### config.mk
export PLATFORM = sky130hd
export DESIGN_NAME = inst_fetch_seq_flat
export DESIGN_NICKNAME = d
export VERILOG_FILES = /design/src/rtl/core_pkg.sv /design/src/rtl/inst_fetch_seq_if.sv /design/src/rtl/pc_reg.sv /design/src/rtl/inst_fetch_seq.sv /design/src/flat_wrapper.sv
export SDC_FILE = /design/constraint.sdc
export NUM_CORES = 1
export LEC_CHECK = 0
export ABC_AREA = 1
export CAP_MARGIN = 5
export CORE_MARGIN = 8
export CORE_UTILIZATION = 40
export DETAILED_ROUTE_END_ITERATION = 8
export GPL_ROUTABILITY_DRIVEN = 0
export GPL_TIMING_DRIVEN = 0
export PLACE_DENSITY = 0.83
export SETUP_SLACK_MARGIN = 0.1
export SYNTH_ARGS = -nofsm -noshare
export SYNTH_HDL_FRONTEND = slang
export SYNTH_SLANG_ARGS = --single-unit
### constraint.sdc
create_clock -name i_clk -period 1.6 [get_ports i_clk]
set_input_delay 0.16 -clock i_clk [delete_from_list [all_inputs] [get_ports i_clk]]
set_output_delay 0.16 -clock i_clk [all_outputs]
set_load 0.05 [all_outputs]
### src/rtl/core_pkg.sv
// core_pkg -- shared types and constants for the instruction fetch sequencer.
//
// Contents:
//   INST_W          instruction word width
//   PC_W_DEF        default PC / memory address width (word addressed)
//   RESET_PC_DEF    default PC value loaded at reset
//   TIMEOUT_DEF     default fetch watchdog length in cycles
//   state_t         sequencer state encoding (HALT is only reachable when the
//                   fetch watchdog is built in)
package core_pkg;

  localparam int          INST_W       = 16;
  localparam int          PC_W_DEF     = 16;
  localparam logic [15:0] RESET_PC_DEF = 16'h0000;
  localparam int          TIMEOUT_DEF  = 16;

  typedef enum logic [2:0] {
    ST_IDLE      = 3'd0,
    ST_FETCH     = 3'd1,
    ST_DECODE    = 3'd2,
    ST_EXECUTE   = 3'd3,
    ST_WRITEBACK = 3'd4,
    ST_HALT      = 3'd5
  } state_t;

endpackage

### src/rtl/inst_fetch_seq_if.sv
// inst_fetch_seq_if -- instruction memory read bus.
//
// Handshake: the master raises o_mem_req with o_mem_addr and holds both
// stable until it samples i_mem_ack=1 on a rising clock edge; i_mem_data is
// only meaningful in that ack cycle. The transfer completes in the ack cycle
// (zero-wait memory may ack in the very first request cycle). An ack while
// o_mem_req is low carries no transfer and is ignored by the master.
//
// Signals:
//   o_mem_req   master -> slave  read request
//   o_mem_addr  master -> slave  word address
//   i_mem_ack   slave  -> master data valid this cycle
//   i_mem_data  slave  -> master instruction word
//
// Modports: master (fetch sequencer), slave (instruction memory).
interface inst_fetch_seq_if #(
  parameter int PC_W = 16
);
  import core_pkg::*;

  logic              o_mem_req;
  logic [PC_W-1:0]   o_mem_addr;
  logic              i_mem_ack;
  logic [INST_W-1:0] i_mem_data;

  modport master (
    output o_mem_req,
    output o_mem_addr,
    input  i_mem_ack,
    input  i_mem_data
  );

  modport slave (
    input  o_mem_req,
    input  o_mem_addr,
    output i_mem_ack,
    output i_mem_data
  );

endinterface

### src/rtl/pc_reg.sv
// pc_reg -- program counter register.
//
// Ports:
//   clk       core clock, rising edge
//   rst_n     synchronous active-low reset, loads RESET_PC
//   inc_en    advance PC by one word (wraps modulo 2^PC_W)
//   load_en   load load_val (takes priority over inc_en)
//   load_val  load target
//   pc        current PC
module pc_reg #(
  parameter int              PC_W     = 16,
  parameter logic [PC_W-1:0] RESET_PC = '0
) (
  input  logic            clk,
  input  logic            rst_n,
  input  logic            inc_en,
  input  logic            load_en,
  input  logic [PC_W-1:0] load_val,
  output logic [PC_W-1:0] pc
);

  logic [PC_W-1:0] pc_q;

  // The add is kept at PC_W bits so the all-ones address rolls to zero.
  always_ff @(posedge clk) begin
    if (!rst_n) begin
      pc_q <= RESET_PC;
    end else if (load_en) begin
      pc_q <= load_val;
    end else if (inc_en) begin
      pc_q <= pc_q + PC_W'(1);
    end
  end

  assign pc = pc_q;

endmodule

### src/rtl/inst_fetch_seq.sv
// inst_fetch_seq -- instruction fetch / decode sequencer of the 16-bit RISC
// core. Owns the PC, reads one instruction at a time from instruction memory
// and walks it through DECODE, EXECUTE and WRITEBACK with one-cycle enables.
// Branch redirects are applied on the edge leaving WRITEBACK.
//
// Build option:
//   FETCH_TIMEOUT_EN  when defined, a watchdog counts FETCH cycles without
//                     ack; after TIMEOUT of them o_fault sets (sticky), the
//                     request drops and the sequencer parks in HALT until
//                     reset. When undefined, FETCH waits forever and o_fault
//                     is constant 0.
//
// Ports:
//   i_clk         core clock, all state on rising edge
//   i_rst_n       synchronous active-low reset
//   i_run         allow new fetches; 0 parks in IDLE at the next boundary
//   mem           instruction memory bus (master side)
//   o_inst        latched instruction, stable DECODE through WRITEBACK
//   o_dec_en      decoder enable, one cycle per instruction
//   o_alu_en      ALU enable, one cycle per instruction
//   o_wb_en       register writeback enable, one cycle per instruction
//   i_branch_en   take branch (only looked at in WRITEBACK)
//   i_branch_tgt  branch target word address
//   o_pc          current PC
//   o_fault       sticky fetch fault
//   o_dbg_state   current sequencer state
module inst_fetch_seq
  import core_pkg::*;
#(
  parameter int              PC_W     = PC_W_DEF,
  parameter logic [PC_W-1:0] RESET_PC = PC_W'(RESET_PC_DEF),
  parameter int              TIMEOUT  = TIMEOUT_DEF
) (
  input  logic               i_clk,
  input  logic               i_rst_n,
  input  logic               i_run,
  inst_fetch_seq_if.master   mem,
  output logic [INST_W-1:0]  o_inst,
  output logic               o_dec_en,
  output logic               o_alu_en,
  output logic               o_wb_en,
  input  logic               i_branch_en,
  input  logic [PC_W-1:0]    i_branch_tgt,
  output logic [PC_W-1:0]    o_pc,
  output logic               o_fault,
  output state_t             o_dbg_state
);

  state_t            state_q;
  state_t            state_d;
  logic              mem_req;
  logic              inst_load;
  logic              pc_inc;
  logic              pc_load;
  logic [INST_W-1:0] inst_q;
  logic [PC_W-1:0]   pc;
  logic              timeout_hit;

  // ---------------------------------------------------------------------
  // Fetch watchdog
  // ---------------------------------------------------------------------
`ifdef FETCH_TIMEOUT_EN
  localparam int CNT_W = (TIMEOUT > 1) ? $clog2(TIMEOUT) : 1;

  logic [CNT_W-1:0] wait_cnt_q;
  logic             fault_q;

  // The counter sits at zero outside FETCH, so every FETCH entry starts a
  // fresh count. The hit fires on the TIMEOUT-th unacknowledged cycle.
  assign timeout_hit = (state_q == ST_FETCH) && !mem.i_mem_ack &&
                       (wait_cnt_q == CNT_W'(TIMEOUT - 1));

  always_ff @(posedge i_clk) begin
    if (!i_rst_n) begin
      wait_cnt_q <= '0;
      fault_q    <= 1'b0;
    end else begin
      if ((state_q == ST_FETCH) && !mem.i_mem_ack && !timeout_hit) begin
        wait_cnt_q <= wait_cnt_q + CNT_W'(1);
      end else begin
        wait_cnt_q <= '0;
      end
      if (timeout_hit) begin
        fault_q <= 1'b1;
      end
    end
  end

  assign o_fault = fault_q;
`else
  assign timeout_hit = 1'b0;
  // TIMEOUT has no effect without the watchdog; this compare is constant 0.
  assign o_fault     = (TIMEOUT < 0);
`endif

  // ---------------------------------------------------------------------
  // Sequencer FSM
  // ---------------------------------------------------------------------
  always_ff @(posedge i_clk) begin
    if (!i_rst_n) begin
      state_q <= ST_IDLE;
    end else begin
      state_q <= state_d;
    end
  end

  always_comb begin
    state_d   = state_q;
    mem_req   = 1'b0;
    inst_load = 1'b0;
    pc_inc    = 1'b0;
    pc_load   = 1'b0;
    o_dec_en  = 1'b0;
    o_alu_en  = 1'b0;
    o_wb_en   = 1'b0;

    case (state_q)
      ST_IDLE: begin
        if (i_run) begin
          state_d = ST_FETCH;
        end
      end

      ST_FETCH: begin
        mem_req = 1'b1;
        if (mem.i_mem_ack) begin
          inst_load = 1'b1;
          state_d   = ST_DECODE;
        end else if (timeout_hit) begin
          state_d = ST_HALT;
        end
      end

      ST_DECODE: begin
        o_dec_en = 1'b1;
        state_d  = ST_EXECUTE;
      end

      ST_EXECUTE: begin
        o_alu_en = 1'b1;
        state_d  = ST_WRITEBACK;
      end

      ST_WRITEBACK: begin
        o_wb_en = 1'b1;
        pc_load = i_branch_en;
        pc_inc  = !i_branch_en;
        state_d = i_run ? ST_FETCH : ST_IDLE;
      end

`ifdef FETCH_TIMEOUT_EN
      // Only reset leaves HALT; i_run is deliberately ignored here.
      ST_HALT: begin
        state_d = ST_HALT;
      end
`endif

      default: begin
        state_d = ST_IDLE;
      end
    endcase
  end

  // ---------------------------------------------------------------------
  // Instruction latch: written only by a FETCH-cycle ack, so stray acks in
  // later states cannot disturb the word the decoder is looking at.
  // ---------------------------------------------------------------------
  always_ff @(posedge i_clk) begin
    if (!i_rst_n) begin
      inst_q <= '0;
    end else if (inst_load) begin
      inst_q <= mem.i_mem_data;
    end
  end

  // ---------------------------------------------------------------------
  // Program counter
  // ---------------------------------------------------------------------
  pc_reg #(
    .PC_W     (PC_W),
    .RESET_PC (RESET_PC)
  ) u_pc_reg (
    .clk      (i_clk),
    .rst_n    (i_rst_n),
    .inc_en   (pc_inc),
    .load_en  (pc_load),
    .load_val (i_branch_tgt),
    .pc       (pc)
  );

  assign mem.o_mem_req  = mem_req;
  assign mem.o_mem_addr = pc;
  assign o_inst         = inst_q;
  assign o_pc           = pc;
  assign o_dbg_state    = state_q;

endmodule

### src/flat_wrapper.sv
// flat-port wrapper written by rule: the top's interface ports become plain ports
module inst_fetch_seq_flat import core_pkg::*;
#(
  parameter int              PC_W     = PC_W_DEF,
  parameter logic [PC_W-1:0] RESET_PC = PC_W'(RESET_PC_DEF),
  parameter int              TIMEOUT  = TIMEOUT_DEF
)
  (i_clk, i_rst_n, i_run, o_inst, o_dec_en, o_alu_en, o_wb_en, i_branch_en, i_branch_tgt, o_pc, o_fault, o_dbg_state, mem_o_mem_req, mem_o_mem_addr, mem_i_mem_ack, mem_i_mem_data);
  inst_fetch_seq_if #(.PC_W(PC_W)) mem_i ();
  input  logic i_clk;
  input  logic i_rst_n;
  input  logic i_run;
  output logic [INST_W-1:0] o_inst;
  output logic o_dec_en;
  output logic o_alu_en;
  output logic o_wb_en;
  input  logic i_branch_en;
  input  logic [PC_W-1:0] i_branch_tgt;
  output logic [PC_W-1:0] o_pc;
  output logic o_fault;
  output state_t o_dbg_state;
  output wire logic [$bits(mem_i.o_mem_req)-1:0] mem_o_mem_req;
  output wire logic [$bits(mem_i.o_mem_addr)-1:0] mem_o_mem_addr;
  input wire logic [$bits(mem_i.i_mem_ack)-1:0] mem_i_mem_ack;
  input wire logic [$bits(mem_i.i_mem_data)-1:0] mem_i_mem_data;
  assign mem_o_mem_req = mem_i.o_mem_req;
  assign mem_o_mem_addr = mem_i.o_mem_addr;
  assign mem_i.i_mem_ack = mem_i_mem_ack;
  assign mem_i.i_mem_data = mem_i_mem_data;
  inst_fetch_seq #(.PC_W(PC_W), .RESET_PC(RESET_PC), .TIMEOUT(TIMEOUT)) u_core (.i_clk(i_clk), .i_rst_n(i_rst_n), .i_run(i_run), .mem(mem_i), .o_inst(o_inst), .o_dec_en(o_dec_en), .o_alu_en(o_alu_en), .o_wb_en(o_wb_en), .i_branch_en(i_branch_en), .i_branch_tgt(i_branch_tgt), .o_pc(o_pc), .o_fault(o_fault), .o_dbg_state(o_dbg_state));
endmodule
==> impl_metrics.ini <==
[sta]
setup_viol = 0
hold_viol_final = 0
rsz0062_at_grt = yes
slew-limit-headroom_pct = 64.6
max_freq_ghz = 0.687
fin_crit_sh_pct = 90.9
slew_viol_final = 0
min_period_ns = 1.45
fin_skew_ns = 0.00600
worst_pin_slew_ns = 0.534
setup_ws_ns = 0.145

[clocking]
clkSinkCount = 35
hold_buffers = 0
clk_latency_ns = 0.28
cts_buffers = 5
cts_tree = built
cts_buffer_depth = 2
htree_levels = 2
clk_pin_slew_ns = 0.06
clockRootBuffer = clkbuf_8

[critical_path]
crit_slowest_cell = dlygate4sd2_1
critical_path.startpoint = u_core.u_pc_reg.pc[2]$_SDFFE_PN0P_
critPathMaxStageDelay_ns = 0.51
cp-end-kind = output pin
crit_cells = 2
r2r_end = u_core.u_pc_reg.pc[10]$_SDFFE_PN0P_
cp_data_required_time_ns = 1.44
startpoint_type = flop
rr_worst_depth = 8
cp.arrival_ns = 1.29
criticalPathCategory = reg -> out
rr_startpoint = u_core.u_pc_reg.pc[1]$_SDFFE_PN0P_
endpoint = o_pc[2]
crit_chain = buf_4 > dlygate4sd2_1
r2r_setup_slack_ns = 0.23
cpLargestDelayFamily = buffers and inverters
path_max_fanout = 7
path_buf_inv = 2

[hold_path]
hold_class = in -> reg
hold_start = i_branch_tgt[0]

[synth]
syn_inst = 284
ys_seq_area_share_pct = 36.5
synthDistinctLibCells = 34
ys_warn_count = 0
syn-num-nets = 322
syn_area_um2 = 1920
synth_seq_cells = 35
syn_avg_cell_area_um2 = 6.77

[cells_and_area]
antennaDiodeCount = 0
syn2layout_area_growth_pct = 55.7
fin_cells = 437
nets = 420
drive_above_1_share_pct = 19.8
fillerInstances = 418

[route]
wl_met1_um = 2480
via_per_inst = 4.92
wl_per_cell_um = 13.5
drtIter0Drc = 140
firstDrtPassIters = 4
detail_route.wirelength_um = 5920
dr_wl_met3_um = 642
dr_total_vias = 2150
drc = 0
drtAntennaViolNets = 0
top_layer = met4
dr_wl_met2_um = 2770

[run]
drv_cap = 0

[power_and_ir_drop]
power.density_nw_per_um2 = 722
p_total_w = 0.00216
vdd_drop_max_uv = 831
leakagePower_nw = 1.37

[global_routing]
grt_max_degree = 12
grt_usage_pct = 17.0
antenna_found_initial = 0
overflow = 0
grt_pass1_vias = 2121
grt_pass1_wl_um = 10100

[placed_design]
hpwl_um = 4620
port_buffers = 91
post-place-cells = 429
post-place-ws_ns = -0.252

[die]
die_h_um = 85.3
die_x_um = 85.3
core_um2 = 4690
start_util_pct = 41.0
num_io_pins = 93
design.die.area_um2 = 7280
rows = 25

[run_status]
outcome = finished clean
## what timing repair did
item	CTS	global route
resized for setup	83	23
setup endpoints to repair	55	20
hold endpoints to repair	0	0
setup buffers	0	0
## final cells by class
class	instances	area [um^2]	share of cell area, %
Tap cell	54	67.6	2.26
Buffer	27	199	6.65
Multi-Input combinational cell	196	960	32.1
Clock inverter	1	5.00	0.167
Timing Repair Buffer	91	851	28.4
Sequential cell	35	723	24.2
Clock buffer	7	86.3	2.89
Inverter	26	100	3.35
## cells by family after synthesis
| kind of cell | Yosys count | synth area share [%] |
|---|---|---|
| buffers and inverters | 53 | 15.4 |
| and+or+nand+nor | 146 | 33.5 |
| adders and majority gates | 1 | 0.651 |
| DFF | 35 | 36.5 |
| AOI/OAI and AO/OA | 48 | 13.9 |
| other | 1 | 0.195 |
## per-stage QoR
| step | utilization, % | TNS (ns) | hold WS (ns) | instance area (um^2) |
|---|---|---|---|---|
| finish | 63.8 | 0 | 0.452 | 2990 |
| global route | 63.8 | 0 | 0.463 | 2990 |
| CTS | 63.6 | 0 | 0.439 | 2980 |
| detailed placement | 62.5 | -0.323 | 0.473 | 2930 |
| global placement | 62.5 | -0.318 | 0.461 | 2930 |
| floorplan | - | 0 | 0.291 | 1960 |
## per-layer routing
metal  vias up  global-route usage, %
met5         -                      0
met1       958                   19.7
met4         0                   4.46
met3         2                   7.43
met2        92                   27.8
li1       1098                      -
## cell usage in the layout (no fill, tap or decap), types with 4 or more instances in the layout
master,synthesis,layout
clkdlybuf4s50_1,0,36
nor2_1,60,60
o21ai_0,24,24
buf_2,3,5
a21oi_1,8,8
nand2_1,44,44
inv_1,21,21
clkdlybuf4s15_2,0,5
nand3_1,18,17
o21ai_1,6,6
buf_6,3,5
dfxtp_2,0,12
buf_4,18,17
clkdlybuf4s15_1,0,5
dfxtp_1,35,21
nor3_1,6,4
dlygate4sd2_1,0,38
clkbuf_8,0,6
## worst register-to-register path: stages (launching register included)
cell and delay (ns):
dfxtp_2 0.37, ha_2 0.22, nand3_2 0.12, inv_1 0.08, nand2_1 0.09, o21ai_0 0.16
nand3_1 0.08, nand2_1 0.06, a21oi_1 0.05
## power breakdown
| part | total, W | switching [W] | internal (W) |
|---|---|---|---|
| Clock | 0.000651 | 0.000304 | 0.000347 |
| Sequential | 0.000951 | 0.0000336 | 0.000917 |
| Combinational | 0.000558 | 0.000355 | 0.000202 |
| Total | 0.00216 | 0.000693 | 0.00147 |
## cells in the mapped netlist, drive strengths merged
cell | count | area share (%)
a211oi | 2 | 0.78
a21oi | 8 | 2.1
a311oi | 1 | 0.46
a31oi | 3 | 0.98
buf | 25 | 9.8
clkbuf | 2 | 0.39
clkinv | 1 | 0.20
conb | 1 | 0.20
dfxtp | 35 | 36
ha | 1 | 0.65
inv | 25 | 5.0
nand2 | 47 | 9.8
nand3 | 19 | 5.2
nand3b | 1 | 0.39
nand4 | 3 | 0.98
nor2 | 65 | 13
nor3 | 8 | 2.6
nor3b | 2 | 0.78
nor4 | 1 | 0.33
o211a | 1 | 0.52
o211ai | 2 | 0.78
o21ai | 30 | 7.8
o221ai | 1 | 0.46
## how the worst min path moves through the flow
stage                                                     to  slack [ns]  depth (start not counted)
final                     u_core.u_pc_reg.pc[0]$_SDFFE_PN0P_        0.45                          3
after global placement         u_core.o_inst[2]$_SDFFE_PN0P_        0.46                          2
after global routing      u_core.u_pc_reg.pc[0]$_SDFFE_PN0P_        0.46                          3
after floorplan           u_core.u_pc_reg.pc[1]$_SDFFE_PN0P_        0.29                          2
after detailed placement      u_core.o_inst[10]$_SDFFE_PN0P_        0.47                          2
after CTS                 u_core.u_pc_reg.pc[0]$_SDFFE_PN0P_        0.44                          3
(Power assumes the default switching activity.)
